### src/rtl/eth_rx_pkg.sv
// Shared types and constants for the Ethernet RX byte-to-word packer.
// Holds the packer state enum, the broadcast address and the FIFO entry layout.
package eth_rx_pkg;

    typedef enum logic [1:0] {
        HDR,
        RUN,
        DISCARD
    } state_t;

    localparam logic [47:0] BCAST_ADDR = 48'hFFFF_FFFF_FFFF;

    // FIFO entry = {last, keep[7:0], data[63:0]}
    localparam int ENTRY_W  = 73;
    localparam int DATA_LSB = 0;
    localparam int KEEP_LSB = 64;
    localparam int LAST_BIT = 72;

    // Byte idx of a MAC address as it appears on the wire (byte 0 = MSB).
    function automatic logic [7:0] addr_byte(
        input logic [47:0] addr,
        input logic [2:0]  idx
    );
        return addr[47 - 8 * int'(idx) -: 8];
    endfunction

endpackage

### src/rtl/eth_rx_word_packer_if.sv
// AXI-stream style interfaces for the RX packer: 8-bit byte stream in and
// 64-bit keep/last word stream out, each with master and slave modports.
interface eth_rx_byte_if;
    logic [7:0] tdata;
    logic       tvalid;
    logic       tlast;
    logic       tready;

    modport master (output tdata, output tvalid, output tlast, input tready);
    modport slave  (input tdata, input tvalid, input tlast, output tready);
endinterface

interface eth_rx_word_if;
    logic [63:0] tdata;
    logic [7:0]  tkeep;
    logic        tvalid;
    logic        tlast;
    logic        tready;

    modport master (
        output tdata, output tkeep, output tvalid, output tlast,
        input  tready
    );
    modport slave (
        input  tdata, input tkeep, input tvalid, input tlast,
        output tready
    );
endinterface

### src/rtl/sync_word_fifo.sv
// Single-clock first-word-fall-through FIFO; head is visible while not empty.
// Ports: i_clk, i_rst (sync, high), i_push/i_data, i_pop, o_data, o_count, o_full, o_empty.
module sync_word_fifo
    import eth_rx_pkg::*;
#(
    parameter int DEPTH = 16,
    parameter int WIDTH = ENTRY_W,
    localparam int AW   = $clog2(DEPTH)
) (
    input  logic             i_clk,
    input  logic             i_rst,
    input  logic             i_push,
    input  logic [WIDTH-1:0] i_data,
    input  logic             i_pop,
    output logic [WIDTH-1:0] o_data,
    output logic [AW:0]      o_count,
    output logic             o_full,
    output logic             o_empty
);

    logic [WIDTH-1:0] r_mem [DEPTH];
    logic [AW-1:0]    r_wr_ptr;
    logic [AW-1:0]    r_rd_ptr;
    logic [AW:0]      r_count;
    logic             w_wr;
    logic             w_rd;

    assign o_count = r_count;
    assign o_full  = (r_count == (AW+1)'(DEPTH));
    assign o_empty = (r_count == '0);

    // A push at full is legal when the head leaves in the same cycle.
    assign w_rd = i_pop & ~o_empty;
    assign w_wr = i_push & (~o_full | w_rd);

    // Zero when empty so the output bus reads 0 after reset.
    assign o_data = o_empty ? '0 : r_mem[r_rd_ptr];

    always_ff @(posedge i_clk) begin
        if (w_wr) begin
            r_mem[r_wr_ptr] <= i_data;
        end
    end

    always_ff @(posedge i_clk) begin
        if (i_rst) begin
            r_wr_ptr <= '0;
            r_rd_ptr <= '0;
            r_count  <= '0;
        end else begin
            if (w_wr) begin
                r_wr_ptr <= r_wr_ptr + 1'b1;
            end
            if (w_rd) begin
                r_rd_ptr <= r_rd_ptr + 1'b1;
            end
            unique case ({w_wr, w_rd})
                2'b10:   r_count <= r_count + 1'b1;
                2'b01:   r_count <= r_count - 1'b1;
                default: r_count <= r_count;
            endcase
        end
    end

endmodule

### src/rtl/eth_rx_word_packer.sv
// Packs MAC RX bytes into little-endian 64-bit words with keep/last, buffered in a FIFO.
// Ports: i_clk_125, glbl_rst, s_axis (bytes in), m_axis (words out), o_frame_cnt, o_drop_cnt.
// Option: define RX_DST_FILTER_EN to drop frames whose destination is not DST_ADDR/broadcast.
module eth_rx_word_packer
    import eth_rx_pkg::*;
#(
    parameter int          FIFO_DEPTH = 16,
    parameter logic [47:0] DST_ADDR   = 48'hAABBCCDDEEFF
) (
    input  logic           i_clk_125,
    input  logic           glbl_rst,
    eth_rx_byte_if.slave   s_axis,
    eth_rx_word_if.master  m_axis,
    output logic [15:0]    o_frame_cnt,
    output logic [15:0]    o_drop_cnt
);

    localparam int CW = $clog2(FIFO_DEPTH);
    localparam logic [CW:0] ONE = (CW+1)'(1);
    localparam logic [CW:0] TWO = (CW+1)'(2);

`ifdef RX_DST_FILTER_EN
    localparam state_t START = HDR;
`else
    localparam state_t START = RUN;
`endif

    state_t       r_state;
    logic [2:0]   r_idx;
    logic [63:0]  r_acc;
    logic         r_st_vld;
    logic [63:0]  r_st_data;
    logic [7:0]   r_st_keep;
    logic         r_st_last;
    logic [15:0]  r_frame_cnt;
    logic [15:0]  r_drop_cnt;

    logic [CW:0]        w_count;
    logic [CW:0]        w_free;
    logic               w_unused_full;
    logic               w_empty;
    logic               w_pop;
    logic               w_ok;
    logic               w_refuse;
    logic               w_abort;
    logic               w_term;
    logic               w_push;
    logic [ENTRY_W-1:0] w_wr;
    logic [ENTRY_W-1:0] w_rd;
    logic               w_beat;
    logic               w_last;
    logic [63:0]        w_acc;
    logic [7:0]         w_keep;
    logic               w_flt_drop;
    logic [16:0]        w_drop_sum;

    assign s_axis.tready = 1'b1;
    assign w_beat = s_axis.tvalid;
    assign w_last = s_axis.tlast;

    assign w_acc  = r_acc | (64'(s_axis.tdata) << {r_idx, 3'b000});
    assign w_keep = 8'hFF >> (3'd7 - r_idx);

    // Occupancy before this push, credited with a same-cycle pop.
    assign w_pop  = m_axis.tvalid & m_axis.tready;
    assign w_free = (CW+1)'(FIFO_DEPTH) - w_count + (CW+1)'(w_pop);

    // Non-last words keep one slot in reserve for the frame terminator.
    assign w_ok     = r_st_vld & (r_st_last ? (w_free >= ONE) : (w_free >= TWO));
    assign w_refuse = r_st_vld & ~w_ok;
    assign w_abort  = w_refuse & ~r_st_last;
    assign w_term   = w_abort & (w_free >= ONE);
    assign w_push   = w_ok | w_term;
    assign w_wr     = w_ok ? {r_st_last, r_st_keep, r_st_data}
                           : {1'b1, 8'h00, 64'h0};

`ifdef RX_DST_FILTER_EN
    logic r_dm;
    logic r_bm;
    logic w_dm;
    logic w_bm;

    // Running match of the destination bytes seen so far.
    assign w_dm = ((r_idx == 3'd0) | r_dm) &
                  (s_axis.tdata == addr_byte(DST_ADDR, r_idx));
    assign w_bm = ((r_idx == 3'd0) | r_bm) &
                  (s_axis.tdata == addr_byte(BCAST_ADDR, r_idx));

    assign w_flt_drop = w_beat & ~w_abort & (r_state == HDR) &
                        ((r_idx < 3'd5) ? w_last : ~(w_dm | w_bm));
`else
    logic w_unused_cfg;
    assign w_unused_cfg = ^DST_ADDR;
    assign w_flt_drop   = 1'b0;
`endif

    assign w_drop_sum = {1'b0, r_drop_cnt} + 17'(w_refuse) + 17'(w_flt_drop);

    always_ff @(posedge i_clk_125) begin
        if (glbl_rst) begin
            r_state     <= START;
            r_idx       <= '0;
            r_acc       <= '0;
            r_st_vld    <= 1'b0;
            r_st_data   <= '0;
            r_st_keep   <= '0;
            r_st_last   <= 1'b0;
            r_frame_cnt <= '0;
            r_drop_cnt  <= '0;
`ifdef RX_DST_FILTER_EN
            r_dm        <= 1'b0;
            r_bm        <= 1'b0;
`endif
        end else begin
            r_st_vld <= 1'b0;

            if (w_ok && r_st_last && r_frame_cnt != 16'hFFFF) begin
                r_frame_cnt <= r_frame_cnt + 16'd1;
            end
            r_drop_cnt <= w_drop_sum[16] ? 16'hFFFF : w_drop_sum[15:0];

            if (w_abort) begin
                // Rest of this frame is dropped; a tlast now ends it already.
                r_acc   <= '0;
                r_idx   <= '0;
                r_state <= (w_beat && w_last) ? START : DISCARD;
            end else if (w_beat) begin
                unique case (r_state)
`ifdef RX_DST_FILTER_EN
                    HDR: begin
                        r_dm <= w_dm;
                        r_bm <= w_bm;
                        if (r_idx == 3'd5) begin
                            if (w_dm | w_bm) begin
                                if (w_last) begin
                                    r_st_vld  <= 1'b1;
                                    r_st_data <= w_acc;
                                    r_st_keep <= w_keep;
                                    r_st_last <= 1'b1;
                                    r_acc     <= '0;
                                    r_idx     <= '0;
                                end else begin
                                    r_acc   <= w_acc;
                                    r_idx   <= 3'd6;
                                    r_state <= RUN;
                                end
                            end else begin
                                r_acc <= '0;
                                r_idx <= '0;
                                if (!w_last) begin
                                    r_state <= DISCARD;
                                end
                            end
                        end else if (w_last) begin
                            r_acc <= '0;
                            r_idx <= '0;
                        end else begin
                            r_acc <= w_acc;
                            r_idx <= r_idx + 3'd1;
                        end
                    end
`endif
                    RUN: begin
                        if (r_idx == 3'd7 || w_last) begin
                            r_st_vld  <= 1'b1;
                            r_st_data <= w_acc;
                            r_st_keep <= w_keep;
                            r_st_last <= w_last;
                            r_acc     <= '0;
                            r_idx     <= '0;
                            if (w_last) begin
                                r_state <= START;
                            end
                        end else begin
                            r_acc <= w_acc;
                            r_idx <= r_idx + 3'd1;
                        end
                    end
                    DISCARD: begin
                        if (w_last) begin
                            r_state <= START;
                        end
                    end
                    default: r_state <= START;
                endcase
            end
        end
    end

    sync_word_fifo #(
        .DEPTH (FIFO_DEPTH),
        .WIDTH (ENTRY_W)
    ) u_fifo (
        .i_clk   (i_clk_125),
        .i_rst   (glbl_rst),
        .i_push  (w_push),
        .i_data  (w_wr),
        .i_pop   (w_pop),
        .o_data  (w_rd),
        .o_count (w_count),
        .o_full  (w_unused_full),
        .o_empty (w_empty)
    );

    assign m_axis.tvalid = ~w_empty;
    assign m_axis.tdata  = w_rd[DATA_LSB +: 64];
    assign m_axis.tkeep  = w_rd[KEEP_LSB +: 8];
    assign m_axis.tlast  = w_rd[LAST_BIT];

    assign o_frame_cnt = r_frame_cnt;
    assign o_drop_cnt  = r_drop_cnt;

endmodule

### src/flat_wrapper.sv
// flat-port wrapper written by rule: the top's interface ports become plain ports
module eth_rx_word_packer_flat import eth_rx_pkg::*;
#(
    parameter int          FIFO_DEPTH = 16,
    parameter logic [47:0] DST_ADDR   = 48'hAABBCCDDEEFF
)
  (i_clk_125, glbl_rst, o_frame_cnt, o_drop_cnt, s_axis_tdata, s_axis_tvalid, s_axis_tlast, s_axis_tready, m_axis_tdata, m_axis_tkeep, m_axis_tvalid, m_axis_tlast, m_axis_tready);
  eth_rx_byte_if s_axis_i ();
  eth_rx_word_if m_axis_i ();
  input  logic i_clk_125;
  input  logic glbl_rst;
  output logic [15:0] o_frame_cnt;
  output logic [15:0] o_drop_cnt;
  input wire logic [$bits(s_axis_i.tdata)-1:0] s_axis_tdata;
  input wire logic [$bits(s_axis_i.tvalid)-1:0] s_axis_tvalid;
  input wire logic [$bits(s_axis_i.tlast)-1:0] s_axis_tlast;
  output wire logic [$bits(s_axis_i.tready)-1:0] s_axis_tready;
  output wire logic [$bits(m_axis_i.tdata)-1:0] m_axis_tdata;
  output wire logic [$bits(m_axis_i.tkeep)-1:0] m_axis_tkeep;
  output wire logic [$bits(m_axis_i.tvalid)-1:0] m_axis_tvalid;
  output wire logic [$bits(m_axis_i.tlast)-1:0] m_axis_tlast;
  input wire logic [$bits(m_axis_i.tready)-1:0] m_axis_tready;
  assign s_axis_i.tdata = s_axis_tdata;
  assign s_axis_i.tvalid = s_axis_tvalid;
  assign s_axis_i.tlast = s_axis_tlast;
  assign s_axis_tready = s_axis_i.tready;
  assign m_axis_tdata = m_axis_i.tdata;
  assign m_axis_tkeep = m_axis_i.tkeep;
  assign m_axis_tvalid = m_axis_i.tvalid;
  assign m_axis_tlast = m_axis_i.tlast;
  assign m_axis_i.tready = m_axis_tready;
  eth_rx_word_packer #(.FIFO_DEPTH(FIFO_DEPTH), .DST_ADDR(DST_ADDR)) u_core (.i_clk_125(i_clk_125), .glbl_rst(glbl_rst), .s_axis(s_axis_i), .m_axis(m_axis_i), .o_frame_cnt(o_frame_cnt), .o_drop_cnt(o_drop_cnt));
endmodule
### config.mk
export PLATFORM = sky130hd
export DESIGN_NAME = eth_rx_word_packer_flat
export DESIGN_NICKNAME = d
export VERILOG_FILES = /design/src/rtl/eth_rx_pkg.sv /design/src/rtl/eth_rx_word_packer_if.sv /design/src/rtl/sync_word_fifo.sv /design/src/rtl/eth_rx_word_packer.sv /design/src/flat_wrapper.sv
export SDC_FILE = /design/constraint.sdc
export NUM_CORES = 1
export LEC_CHECK = 0
export CAP_MARGIN = 5
export CORE_AREA = 2 2 423 425
export DETAILED_ROUTE_END_ITERATION = 10
export DIE_AREA = 0 0 425 427
export PLACE_DENSITY = 0.53
export SLEW_MARGIN = 20
export SYNTH_ARGS = -nofsm -noshare
export SYNTH_HDL_FRONTEND = slang
export SYNTH_SLANG_ARGS = --single-unit
### constraint.sdc
create_clock -name i_clk_125 -period 12.8 [get_ports i_clk_125]
set_input_delay 2.56 -clock i_clk_125 [delete_from_list [all_inputs] [get_ports i_clk_125]]
set_output_delay 2.56 -clock i_clk_125 [all_outputs]
set_load 0.02 [all_outputs]
==> impl_metrics.json <==
{
  "multiInputGateArea_um2": 13200,
  "power.density_nw_per_um2": 188,
  "final_nets": 2867,
  "fillCellCount": 16700,
  "async_flop_share_pct": 0,
  "die_h_um": 427,
  "setup_total_negative_slack_ns": 0,
  "slew-limit-headroom_pct": 27.5,
  "die_area_um2": 181000,
  "synth_top_area_share_pct": 66.5,
  "cp-start-kind": "flip-flop",
  "post-cts-setup-buffer-count": 0,
  "antenna_found_initial": 8,
  "avgRoutedWirePerCell_um": 24.6,
  "ys_seq_elements": 1360,
  "ctsResizeCount": 0,
  "fin_crit_sh_pct": 60.7,
  "critPathMaxFanout": 63,
  "fin_util_pct": 34.5,
  "ios": 120,
  "vias": 25800,
  "worstSetupPathType": "flip-flop to output pin",
  "cts_inserted_buffers": 144,
  "grt_pass1_wl_um": 191000,
  "tightestPinTransition_ns": 1.08,
  "syn2layout_area_growth_pct": 16.0,
  "holdBufCountCts": 0,
  "endpoint_kind": "output pin",
  "clock_skew_ns": 0.0169,
  "gr-usage-all-layers_pct": 14.4,
  "clock.fmax_mhz": 129,
  "synth_edf_count": 1168,
  "rsz0062_at_grt": "false",
  "clockBufferDepth": 3,
  "dp_hpwl_um": 70200,
  "clk_pin_slew_ns": 0.06,
  "syn_nets": 2724,
  "row_count": 155,
  "syn-instance-count": 2692,
  "power.leakage_nw": 18.5,
  "detail_route.vias_per_cell": 4.86,
  "synth_warnings": 0,
  "wl_um": 131000,
  "htree_levels": 4,
  "syn_area_um2": 52800,
  "grt_pass1_vias": 27000,
  "gp_congestion": 0.763,
  "seq_area_um2": 38900,
  "min_period_ns": 7.76,
  "cts_tree": "yes",
  "status": "completed",
  "slew_violations": 0,
  "synth_ff_type": "edfxtp_1",
  "initial_core_util_pct": 29.8,
  "synthTopCellsByCount": "edfxtp_1, mux4_2, dfxtp_1",
  "first_pass_iters": 5,
  "layout-drive-gt1-share_pct": 23.9,
  "yosysTopAreaCell": "edfxtp_1",
  "vdd_drop_max_mv": 0.127,
  "drtIter0Drc": 2313,
  "grt_overflow": 0,
  "core_region_area_um2": 177000,
  "root_buffer": "clkbuf_16",
  "drv_cap": 0,
  "cts_sinks": 1360,
  "synth_seq_area_share_pct": 73.8,
  "grt_max_degree": 137,
  "antenna_left": 0,
  "synth.most_common_cell": "edfxtp_1",
  "yosysUniqueCellTypes": 58,
  "cp.arrival_ns": 5.20,
  "critPathRequiredTime_ns": 10.24,
  "hold_viol_final": 0,
  "setup_viol": 0,
  "die_w_um": 425,
  "synthTopCellsByArea": "edfxtp_1, mux4_2, dfxtp_1",
  "drcViolationCount": 0,
  "hp-class": "flip-flop to flip-flop",
  "clock_latency_ns": 0.77,
  "syn_avg_cell_area_um2": 19.6,
  "io_buffer_count": 118
}
state kept, by name, indices dropped and copies added, names as in the netlist, named ones only:
register / cells
u_core.u_fifo.r_wr_ptr: 4
u_core.r_st_last: 1
u_core.r_idx: 3
u_core.o_drop_cnt: 16
u_core.u_fifo.o_count: 5
u_core.r_st_vld: 1
u_core.u_fifo.r_mem: 1168
u_core.r_st_data: 64
u_core.o_frame_cnt: 16
u_core.u_fifo.r_rd_ptr: 4
u_core.r_state: 2
u_core.r_st_keep: 8
u_core.r_acc: 64
cells in the final DEF (no fill, tap or decap), types with 9 or more instances in the layout:
cell type / count
a211oi_2: 59
a21oi_1: 156
and2_1: 86
and3_1: 82
buf_4: 48
clkbuf_1: 48
clkbuf_16: 147
clkdlybuf4s50_1: 117
clkinv_1: 28
clkinv_2: 15
dfxtp_1: 187
edfxtp_1: 1168
ha_1: 18
inv_1: 18
inv_6: 10
mux4_2: 365
nand2_1: 25
nand3_1: 18
nand4_1: 13
nor2_1: 174
nor2_4: 12
nor3_1: 12
o21ai_0: 10
xnor2_1: 9
xor2_1: 16
per-layer routing:
metal	track usage [%]	routed length (µm)	vias to the layer above
met5	0	13	-
met4	3.46	2440	2
li1	-	-	11200
met2	23.9	64500	616
met1	19.5	58000	13800
met3	2.64	5830	171
cell type report:
| class | count | area share, % |
|---|---|---|
| Tap cell | 2355 | 4.82 |
| Clock buffer | 202 | 6.45 |
| Multi-Input combinational cell | 1140 | 21.5 |
| Inverter | 19 | 0.119 |
| Timing Repair Buffer | 170 | 2.64 |
| Antenna cell | 1 | 0.00409 |
| Clock inverter | 64 | 0.830 |
| Sequential cell | 1360 | 63.6 |
worst max-delay path, stage by stage (launching register included):
cell and delay, ns:
dfxtp_4 0.76, buf_4 0.91, buf_4 0.89, mux4_2 0.44, mux4_2 0.60, and2_1 0.21
clkdlybuf4s50_1 0.55
stage by stage:
stage          setup slack, ns  cell area, µm²  total power [W]  std cells  hold slack (ns)
3_5_place_dp              5.31           56700          0.00774       5044            0.454
5_1_grt                   4.68           61200           0.0120       5310            0.489
3_3_place_gp              5.26           56700          0.00775       5044            0.446
4_1_cts                   4.86           61200           0.0117       5310            0.469
6_report                  5.04           61200           0.0115       5311            0.466
2_1_floorplan             3.00           52800          0.00674       2692            0.432
logic make-up after synthesis:
group / after synthesis / share of synthesized area, %
xor gates and xnor gates: 25 / 0.415
buffers and inverters: 192 / 1.56
other: 1 / 0.00711
and+or+nand+nor: 462 / 4.45
DFF: 1360 / 73.8
AOI/OAI and AO/OA: 257 / 3.54
adders and majority gates: 19 / 0.465
muxes: 376 / 15.8
path summary, 6_finish.rpt:
path	to	cells after the start	slack, ns	startpoint
worst max-delay path	m_axis_tdata[45]	6	5.04	flip-flop
worst min-delay path	u_core.r_acc[50]$_SDFFE_PP0P_	2	0.47	u_core.r_acc[50]$_SDFFE_PP0P_
worst max register to register	u_core.u_fifo.r_mem[12][18]$_DFFE_PP_	15	6.92	u_core.u_fifo.o_count[0]$_SDFFE_PP0P_
worst min register to register	u_core.r_acc[50]$_SDFFE_PP0P_	2	0.47	u_core.r_acc[50]$_SDFFE_PP0P_
where the power goes:
group	switching, W	internal [W]	leakage, nW
registers	0.0000572	0.00485	12.0
logic	0.00140	0.00125	4.36
clock network	0.00172	0.00226	2.16
total	0.00317	0.00836	18.5
Power figures use the tool's default switching activity.
